`src/rtl/timer_pkg.sv`:
```
// Shared types and constants for the compare/overflow timer.
package timer_pkg;

    typedef enum logic [1:0] {
        IDLE = 2'd0,
        RUN  = 2'd1,
        DONE = 2'd2
    } state_t;

    localparam logic [1:0] CKS_DIV2  = 2'b00;
    localparam logic [1:0] CKS_DIV4  = 2'b01;
    localparam logic [1:0] CKS_DIV8  = 2'b10;
    localparam logic [1:0] CKS_DIV16 = 2'b11;

    localparam int unsigned FLAG_CMF = 0;
    localparam int unsigned FLAG_OVF = 1;
    localparam int unsigned FLAG_UDF = 2;

    // Prescaler bits that must all be ones for a tick at the selected division.
    function automatic logic [3:0] cks_mask(input logic [1:0] cks);
        case (cks)
            CKS_DIV2:  return 4'b0001;
            CKS_DIV4:  return 4'b0011;
            CKS_DIV8:  return 4'b0111;
            CKS_DIV16: return 4'b1111;
            default:   return 4'b1111;
        endcase
    endfunction

endpackage

```
`src/rtl/timer_cmp_ctrl_if.sv`:
```
// Control/status bundle between the timer and its register block.
interface timer_cmp_ctrl_if #(
    parameter int unsigned CNT_W = 8
);
    logic             i_en;
    logic [1:0]       i_cks;
    logic             i_dir;
    logic             i_oneshot;
    logic [CNT_W-1:0] i_tcor;
    logic             i_tcnt_wren;
    logic [CNT_W-1:0] i_tcnt_wdata;
    logic [2:0]       i_flag_clr;
    logic             i_cmie;
    logic             i_ovie;
    logic [CNT_W-1:0] o_tcnt;
    logic             o_cmf;
    logic             o_ovf;
    logic             o_udf;
    logic             o_irq;
    logic             o_busy;

    modport master (
        output i_en, i_cks, i_dir, i_oneshot, i_tcor, i_tcnt_wren, i_tcnt_wdata,
               i_flag_clr, i_cmie, i_ovie,
        input  o_tcnt, o_cmf, o_ovf, o_udf, o_irq, o_busy
    );

    modport slave (
        input  i_en, i_cks, i_dir, i_oneshot, i_tcor, i_tcnt_wren, i_tcnt_wdata,
               i_flag_clr, i_cmie, i_ovie,
        output o_tcnt, o_cmf, o_ovf, o_udf, o_irq, o_busy
    );
endinterface

```
`src/rtl/timer_prescaler.sv`:
```
// Free-running prescaler with clock-select tick decode.
module timer_prescaler
    import timer_pkg::*;
#(
    parameter int unsigned PRE_W = 4
) (
    input  logic       clk,
    input  logic       rst,
    input  logic       run,
    input  logic       clr,
    input  logic [1:0] cks,
    output logic       tick
);

    logic [PRE_W-1:0] cnt;
    logic [PRE_W-1:0] mask;

    always_comb begin
        mask = PRE_W'(cks_mask(cks));
        tick = run & ((cnt & mask) == mask);
    end

    always_ff @(posedge clk) begin
        if (rst || clr) begin
            cnt <= '0;
        end else if (run) begin
            cnt <= cnt + PRE_W'(1);
        end
    end

endmodule

```
`src/rtl/timer_cmp_ctrl.sv`:
```
// Up/down timer with compare, overflow/underflow flags and one-shot mode.
module timer_cmp_ctrl
    import timer_pkg::*;
#(
    parameter int unsigned CNT_W = 8,
    parameter int unsigned PRE_W = 4
) (
    input  logic           i_clk_sys,
    input  logic           i_rst,
    timer_cmp_ctrl_if.slave bus
);

    state_t           state;
    state_t           state_nx;
    logic [CNT_W-1:0] tcnt;
    logic             cmf;
    logic             ovf;
    logic             udf;
    logic             run;
    logic             tick;
    logic             pre_clr;
    logic             step;
    logic             up_cmp;
    logic             at_max;
    logic             dn_zero;
    logic             set_cmf;
    logic             set_ovf;
    logic             set_udf;

    timer_prescaler #(.PRE_W(PRE_W)) u_prescaler (
        .clk  (i_clk_sys),
        .rst  (i_rst),
        .run  (run),
        .clr  (pre_clr),
        .cks  (bus.i_cks),
        .tick (tick)
    );

    always_comb begin
        run     = (state == RUN);
        step    = tick & ~bus.i_tcnt_wren;
        up_cmp  = (tcnt == bus.i_tcor);
        at_max  = (tcnt == '1);
        dn_zero = (tcnt == '0);
        set_cmf = step & ~bus.i_dir & up_cmp;
        set_ovf = step & ~bus.i_dir & ~up_cmp & at_max;
        set_udf = step & bus.i_dir & dn_zero;
    end

    // Disable takes priority over a same-cycle one-shot terminal event.
    always_comb begin
        state_nx = state;
        case (state)
            IDLE: if (bus.i_en) state_nx = RUN;
            RUN: begin
                if (!bus.i_en) state_nx = IDLE;
                else if ((set_cmf || set_udf) && bus.i_oneshot) state_nx = DONE;
            end
            DONE: if (!bus.i_en) state_nx = IDLE;
            default: state_nx = IDLE;
        endcase
        pre_clr = bus.i_tcnt_wren
                | ((state == IDLE) && (state_nx == RUN))
                | ((state == DONE) && (state_nx == IDLE));
    end

    always_ff @(posedge i_clk_sys) begin
        if (i_rst) begin
            state <= IDLE;
        end else begin
            state <= state_nx;
        end
    end

    always_ff @(posedge i_clk_sys) begin
        if (i_rst) begin
            tcnt <= '0;
        end else if (bus.i_tcnt_wren) begin
            tcnt <= bus.i_tcnt_wdata;
        end else if (tick) begin
            if (bus.i_dir) begin
                tcnt <= dn_zero ? bus.i_tcor : tcnt - CNT_W'(1);
            end else if (up_cmp || at_max) begin
                tcnt <= '0;
            end else begin
                tcnt <= tcnt + CNT_W'(1);
            end
        end
    end

    // Set wins over a same-cycle clear.
    always_ff @(posedge i_clk_sys) begin
        if (i_rst) begin
            cmf <= 1'b0;
            ovf <= 1'b0;
            udf <= 1'b0;
        end else begin
            cmf <= set_cmf | (cmf & ~bus.i_flag_clr[FLAG_CMF]);
            ovf <= set_ovf | (ovf & ~bus.i_flag_clr[FLAG_OVF]);
            udf <= set_udf | (udf & ~bus.i_flag_clr[FLAG_UDF]);
        end
    end

    assign bus.o_tcnt = tcnt;
    assign bus.o_cmf  = cmf;
    assign bus.o_ovf  = ovf;
    assign bus.o_udf  = udf;
    assign bus.o_irq  = (cmf & bus.i_cmie) | ((ovf | udf) & bus.i_ovie);
    assign bus.o_busy = run;

endmodule

```
`src/flat_wrapper.sv`:
```
// flat-port wrapper written by rule: the top's interface ports become plain ports
module timer_cmp_ctrl_flat import timer_pkg::*;
#(
    parameter int unsigned CNT_W = 8,
    parameter int unsigned PRE_W = 4
)
  (i_clk_sys, i_rst, bus_i_en, bus_i_cks, bus_i_dir, bus_i_oneshot, bus_i_tcor, bus_i_tcnt_wren, bus_i_tcnt_wdata, bus_i_flag_clr, bus_i_cmie, bus_i_ovie, bus_o_tcnt, bus_o_cmf, bus_o_ovf, bus_o_udf, bus_o_irq, bus_o_busy);
  timer_cmp_ctrl_if #(.CNT_W(CNT_W)) bus_i ();
  input  logic i_clk_sys;
  input  logic i_rst;
  input wire logic [$bits(bus_i.i_en)-1:0] bus_i_en;
  input wire logic [$bits(bus_i.i_cks)-1:0] bus_i_cks;
  input wire logic [$bits(bus_i.i_dir)-1:0] bus_i_dir;
  input wire logic [$bits(bus_i.i_oneshot)-1:0] bus_i_oneshot;
  input wire logic [$bits(bus_i.i_tcor)-1:0] bus_i_tcor;
  input wire logic [$bits(bus_i.i_tcnt_wren)-1:0] bus_i_tcnt_wren;
  input wire logic [$bits(bus_i.i_tcnt_wdata)-1:0] bus_i_tcnt_wdata;
  input wire logic [$bits(bus_i.i_flag_clr)-1:0] bus_i_flag_clr;
  input wire logic [$bits(bus_i.i_cmie)-1:0] bus_i_cmie;
  input wire logic [$bits(bus_i.i_ovie)-1:0] bus_i_ovie;
  output wire logic [$bits(bus_i.o_tcnt)-1:0] bus_o_tcnt;
  output wire logic [$bits(bus_i.o_cmf)-1:0] bus_o_cmf;
  output wire logic [$bits(bus_i.o_ovf)-1:0] bus_o_ovf;
  output wire logic [$bits(bus_i.o_udf)-1:0] bus_o_udf;
  output wire logic [$bits(bus_i.o_irq)-1:0] bus_o_irq;
  output wire logic [$bits(bus_i.o_busy)-1:0] bus_o_busy;
  assign bus_i.i_en = bus_i_en;
  assign bus_i.i_cks = bus_i_cks;
  assign bus_i.i_dir = bus_i_dir;
  assign bus_i.i_oneshot = bus_i_oneshot;
  assign bus_i.i_tcor = bus_i_tcor;
  assign bus_i.i_tcnt_wren = bus_i_tcnt_wren;
  assign bus_i.i_tcnt_wdata = bus_i_tcnt_wdata;
  assign bus_i.i_flag_clr = bus_i_flag_clr;
  assign bus_i.i_cmie = bus_i_cmie;
  assign bus_i.i_ovie = bus_i_ovie;
  assign bus_o_tcnt = bus_i.o_tcnt;
  assign bus_o_cmf = bus_i.o_cmf;
  assign bus_o_ovf = bus_i.o_ovf;
  assign bus_o_udf = bus_i.o_udf;
  assign bus_o_irq = bus_i.o_irq;
  assign bus_o_busy = bus_i.o_busy;
  timer_cmp_ctrl #(.CNT_W(CNT_W), .PRE_W(PRE_W)) u_core (.i_clk_sys(i_clk_sys), .i_rst(i_rst), .bus(bus_i));
endmodule
```
`config.mk`:
```
export PLATFORM = sky130hd
export DESIGN_NAME = timer_cmp_ctrl_flat
export DESIGN_NICKNAME = d
export VERILOG_FILES = /design/src/rtl/timer_pkg.sv /design/src/rtl/timer_cmp_ctrl_if.sv /design/src/rtl/timer_prescaler.sv /design/src/rtl/timer_cmp_ctrl.sv /design/src/flat_wrapper.sv
export SDC_FILE = /design/constraint.sdc
export NUM_CORES = 1
export LEC_CHECK = 0
export BUFFER_PORTS_ARGS = -buffer_cell sky130_fd_sc_hd__buf_2
export CAP_MARGIN = 25
export CORE_UTILIZATION = 55
export CTS_CLUSTER_SIZE = 28
export DETAILED_ROUTE_END_ITERATION = 7
export PLACE_DENSITY_LB_ADDON = 0.3
export SYNTH_ARGS = -nofsm -noshare
export SYNTH_HDL_FRONTEND = slang
export SYNTH_HIERARCHICAL = 1
export SYNTH_SLANG_ARGS = --single-unit
```
`constraint.sdc`:
```
create_clock -name i_clk_sys -period 4 [get_ports i_clk_sys]
set_input_delay 0.6 -clock i_clk_sys [delete_from_list [all_inputs] [get_ports i_clk_sys]]
set_output_delay 0.6 -clock i_clk_sys [all_outputs]
set_load 0.03 [all_outputs]
```
==> out/results.ini <==
[timing]
period_needed_ns=2.41
setup-violations-final=0
post-route-period-util_pct=60.3
worst_slew_pin_slew_ns=0.799
setup_ws_ns=1.59
max_freq_mhz=414
fin_worst_skew_ns=0.00689
hold_viol_final=0
grt_setup_unrepaired=no
fin_setup_tns_ns=0
maxSlewHeadroom_pct=46.4
maxSlewViolCount=0

[clock_network]
post_cts_resized=0
postCtsHoldBufs=0
cts.sinks=17
cts_tree=built
cts_buffers=3
worstSkewPairLatency_ns=0.30
post_cts.repair.setup_buffers=0
root_buffer=clkbuf_4
clk_pin_slew_ns=0.09
clockBufferDepth=2
cts-htree-levels=1

[power_and_ir_drop]
sw_frac_of_total_pct=34.8
p_leak_nw=0.686
seqPwrFrac_pct=46.2
vdd_drop_max_mv=0.227
clkPwrFrac_pct=23.7
power_density_nw_per_um2=256
p_int_w=0.000264
power_frac_comb_pct=30.1
switchingPower_w=0.000141

[place]
pre_cts_ws_ns=1.65
gp_congestion=0.917
place_hpwl_um=2600
numPortBuffers=41

[logic_synthesis]
syn_avg_cell_area_sq_um=7.65
synth_edf_count=0
synth_nets=212
async_reset_ff_share_pct=0
ys.flop_type=dfxtp_1
yosysTopAreaCell=dfxtp_1
synth_cell_types=49
synth.top_cells.by_area=dfxtp_1 (25%), xor2_1 (8.3%), xnor2_1 (5.7%)
ys_warn_count=6
syn_inst=180
netlist_area_sq_um=1380
ys_ff_latch=17
ys_seq_area_share_pct=24.7
synth_top_area_share_pct=24.7

[grt]
grt_max_degree=25
use_met2_pct=47.0
grt_usage_pct=29.1
grt_pass1_vias=1288
use_met1_pct=36.6
busiest_layer=met2
use_met3_pct=6.14
overflow=0
grt_pass1_wl_um=5750
antenna_found_initial=0

[route]
dr.pass1.iters=4
vias=1439
drc=0
antenna_left=0
wl_per_cell_um=14.8
wl_um=3560
via_per_inst=5.97
detail_route.iter0.violations=62

[layout]
antenna_cells=0
drive_gt1_share_pct=24.9
finalNetCount=246
post-route-util_pct=69.5
areaGrowthSynthToFinish_pct=15.0

[setup_path]
crit_type=flop to flop
end_kind=flop
cp.required_ns=4.23
arrival_ns=2.64
start_kind=flop
r2r_setup_slack_ns=1.59
cp_max_fo=10

[die]
die_y_um=52.0
rows=17
start_util_pct=60.5
ios=42
design.die.area_sq_um=2710
die_w_um=52.0
core_area_sq_um=2280

[run]
maxCapViolations=0

[hold_path]
hold_class=flop to flop

[run_status]
outcome=completed

-- cells by family after synthesis --
group	after synthesis	synth area share [%]
mux	1	0.727
fa+ha+maj	3	2.73
simple gates	64	24.8
buf+inv	23	7.64
xor+xnor	22	14.0
compound gates	50	25.4
flops	17	24.7
-- synth_stat cells (3+ instances only) --
cell and n:
a211oi_1 5, a21oi_1 13, a221oi_1 4, a31oi_1 3
buf_2 8, clkbuf_1 3, dfxtp_1 17, ha_1 3
inv_1 9, nand2_1 14, nand4_1 3, nor2_1 15
nor2b_1 3, nor3_1 11, o211ai_1 3, o21ai_0 3
o21ai_1 3, o21bai_1 3, xnor2_1 9, xor2_1 13
-- worst max-delay path: stages (launching register included) --
cell and delay (ns):
dfxtp_1 0.37, nor2b_1 0.41, o211ai_1 0.16, a21oi_1 0.14, buf_4 0.21, inv_2 0.08
nor2_1 0.50, and3_1 0.26, a31oi_1 0.09, nor3_1 0.12
-- cell usage in the layout, fill, tap and decap left out, drive strengths merged, types with 4 or more instances in the layout --
master,n
a221oi,4
inv,10
o21ai,6
nand2,14
a21oi,14
a211oi,7
nor3,12
xor2,13
clkbuf,4
buf,42
xnor2,9
nor2,15
dfxtp,17
-- worst paths after layout --
check | from | end | cells after the start
max | u_core/state[0] | u_core/state[1] | 9
min | u_core/state[1] | u_core/state[0] | 1
max reg2reg | u_core/state[0] | u_core/state[1] | 9
min reg2reg | u_core/state[1] | u_core/state[0] | 1
-- power by group through the flow --
stage / sequential [W] / combinational [W] / clock (W)
2_1_floorplan: 0.000190 / 0.0000875 / 0
3_3_place_gp: 0.000191 / 0.000117 / 0
3_5_place_dp: 0.000191 / 0.000120 / 0
4_1_cts: 0.000187 / 0.000120 / 0.0000976
5_1_grt: 0.000189 / 0.000133 / 0.000105
6_report: 0.000188 / 0.000122 / 0.0000962
-- area by class of cell --
cell class	count	area, sq um
multi-input cells	140	931
fillers	197	693
flip-flops and latches	17	340
repair buffers	42	213
inverters	10	37.5
well taps	28	35.0
clock buffers	4	26.3
-- metal layers --
layer,wire (um),vias to the layer above
met5,0,-
met4,75,0
met3,288,10
met2,1610,60
met1,1580,656
li1,-,713
-- state kept, by name, indices dropped and copies added (netlist names) --
| signal | count |
|---|---|
| u_core/bus.o_cmf | 1 |
| u_core/bus.o_udf | 1 |
| u_core/bus.o_ovf | 1 |
| u_core/bus.o_tcnt | 8 |
| u_core/state | 2 |
| u_core/u_prescaler/cnt | 4 |
-- through the flow --
step / hold slack (ns) / total power [W] / instance area [sq um] / cells
floorplan: 0.470 / 0.000278 / 1380 / 180
finish: 0.513 / 0.000406 / 1580 / 241
global placement: 0.477 / 0.000308 / 1560 / 237
detailed placement: 0.503 / 0.000311 / 1560 / 237
CTS: 0.519 / 0.000405 / 1580 / 241
global route: 0.549 / 0.000427 / 1580 / 241
Power figures use the tool's default switching activity.
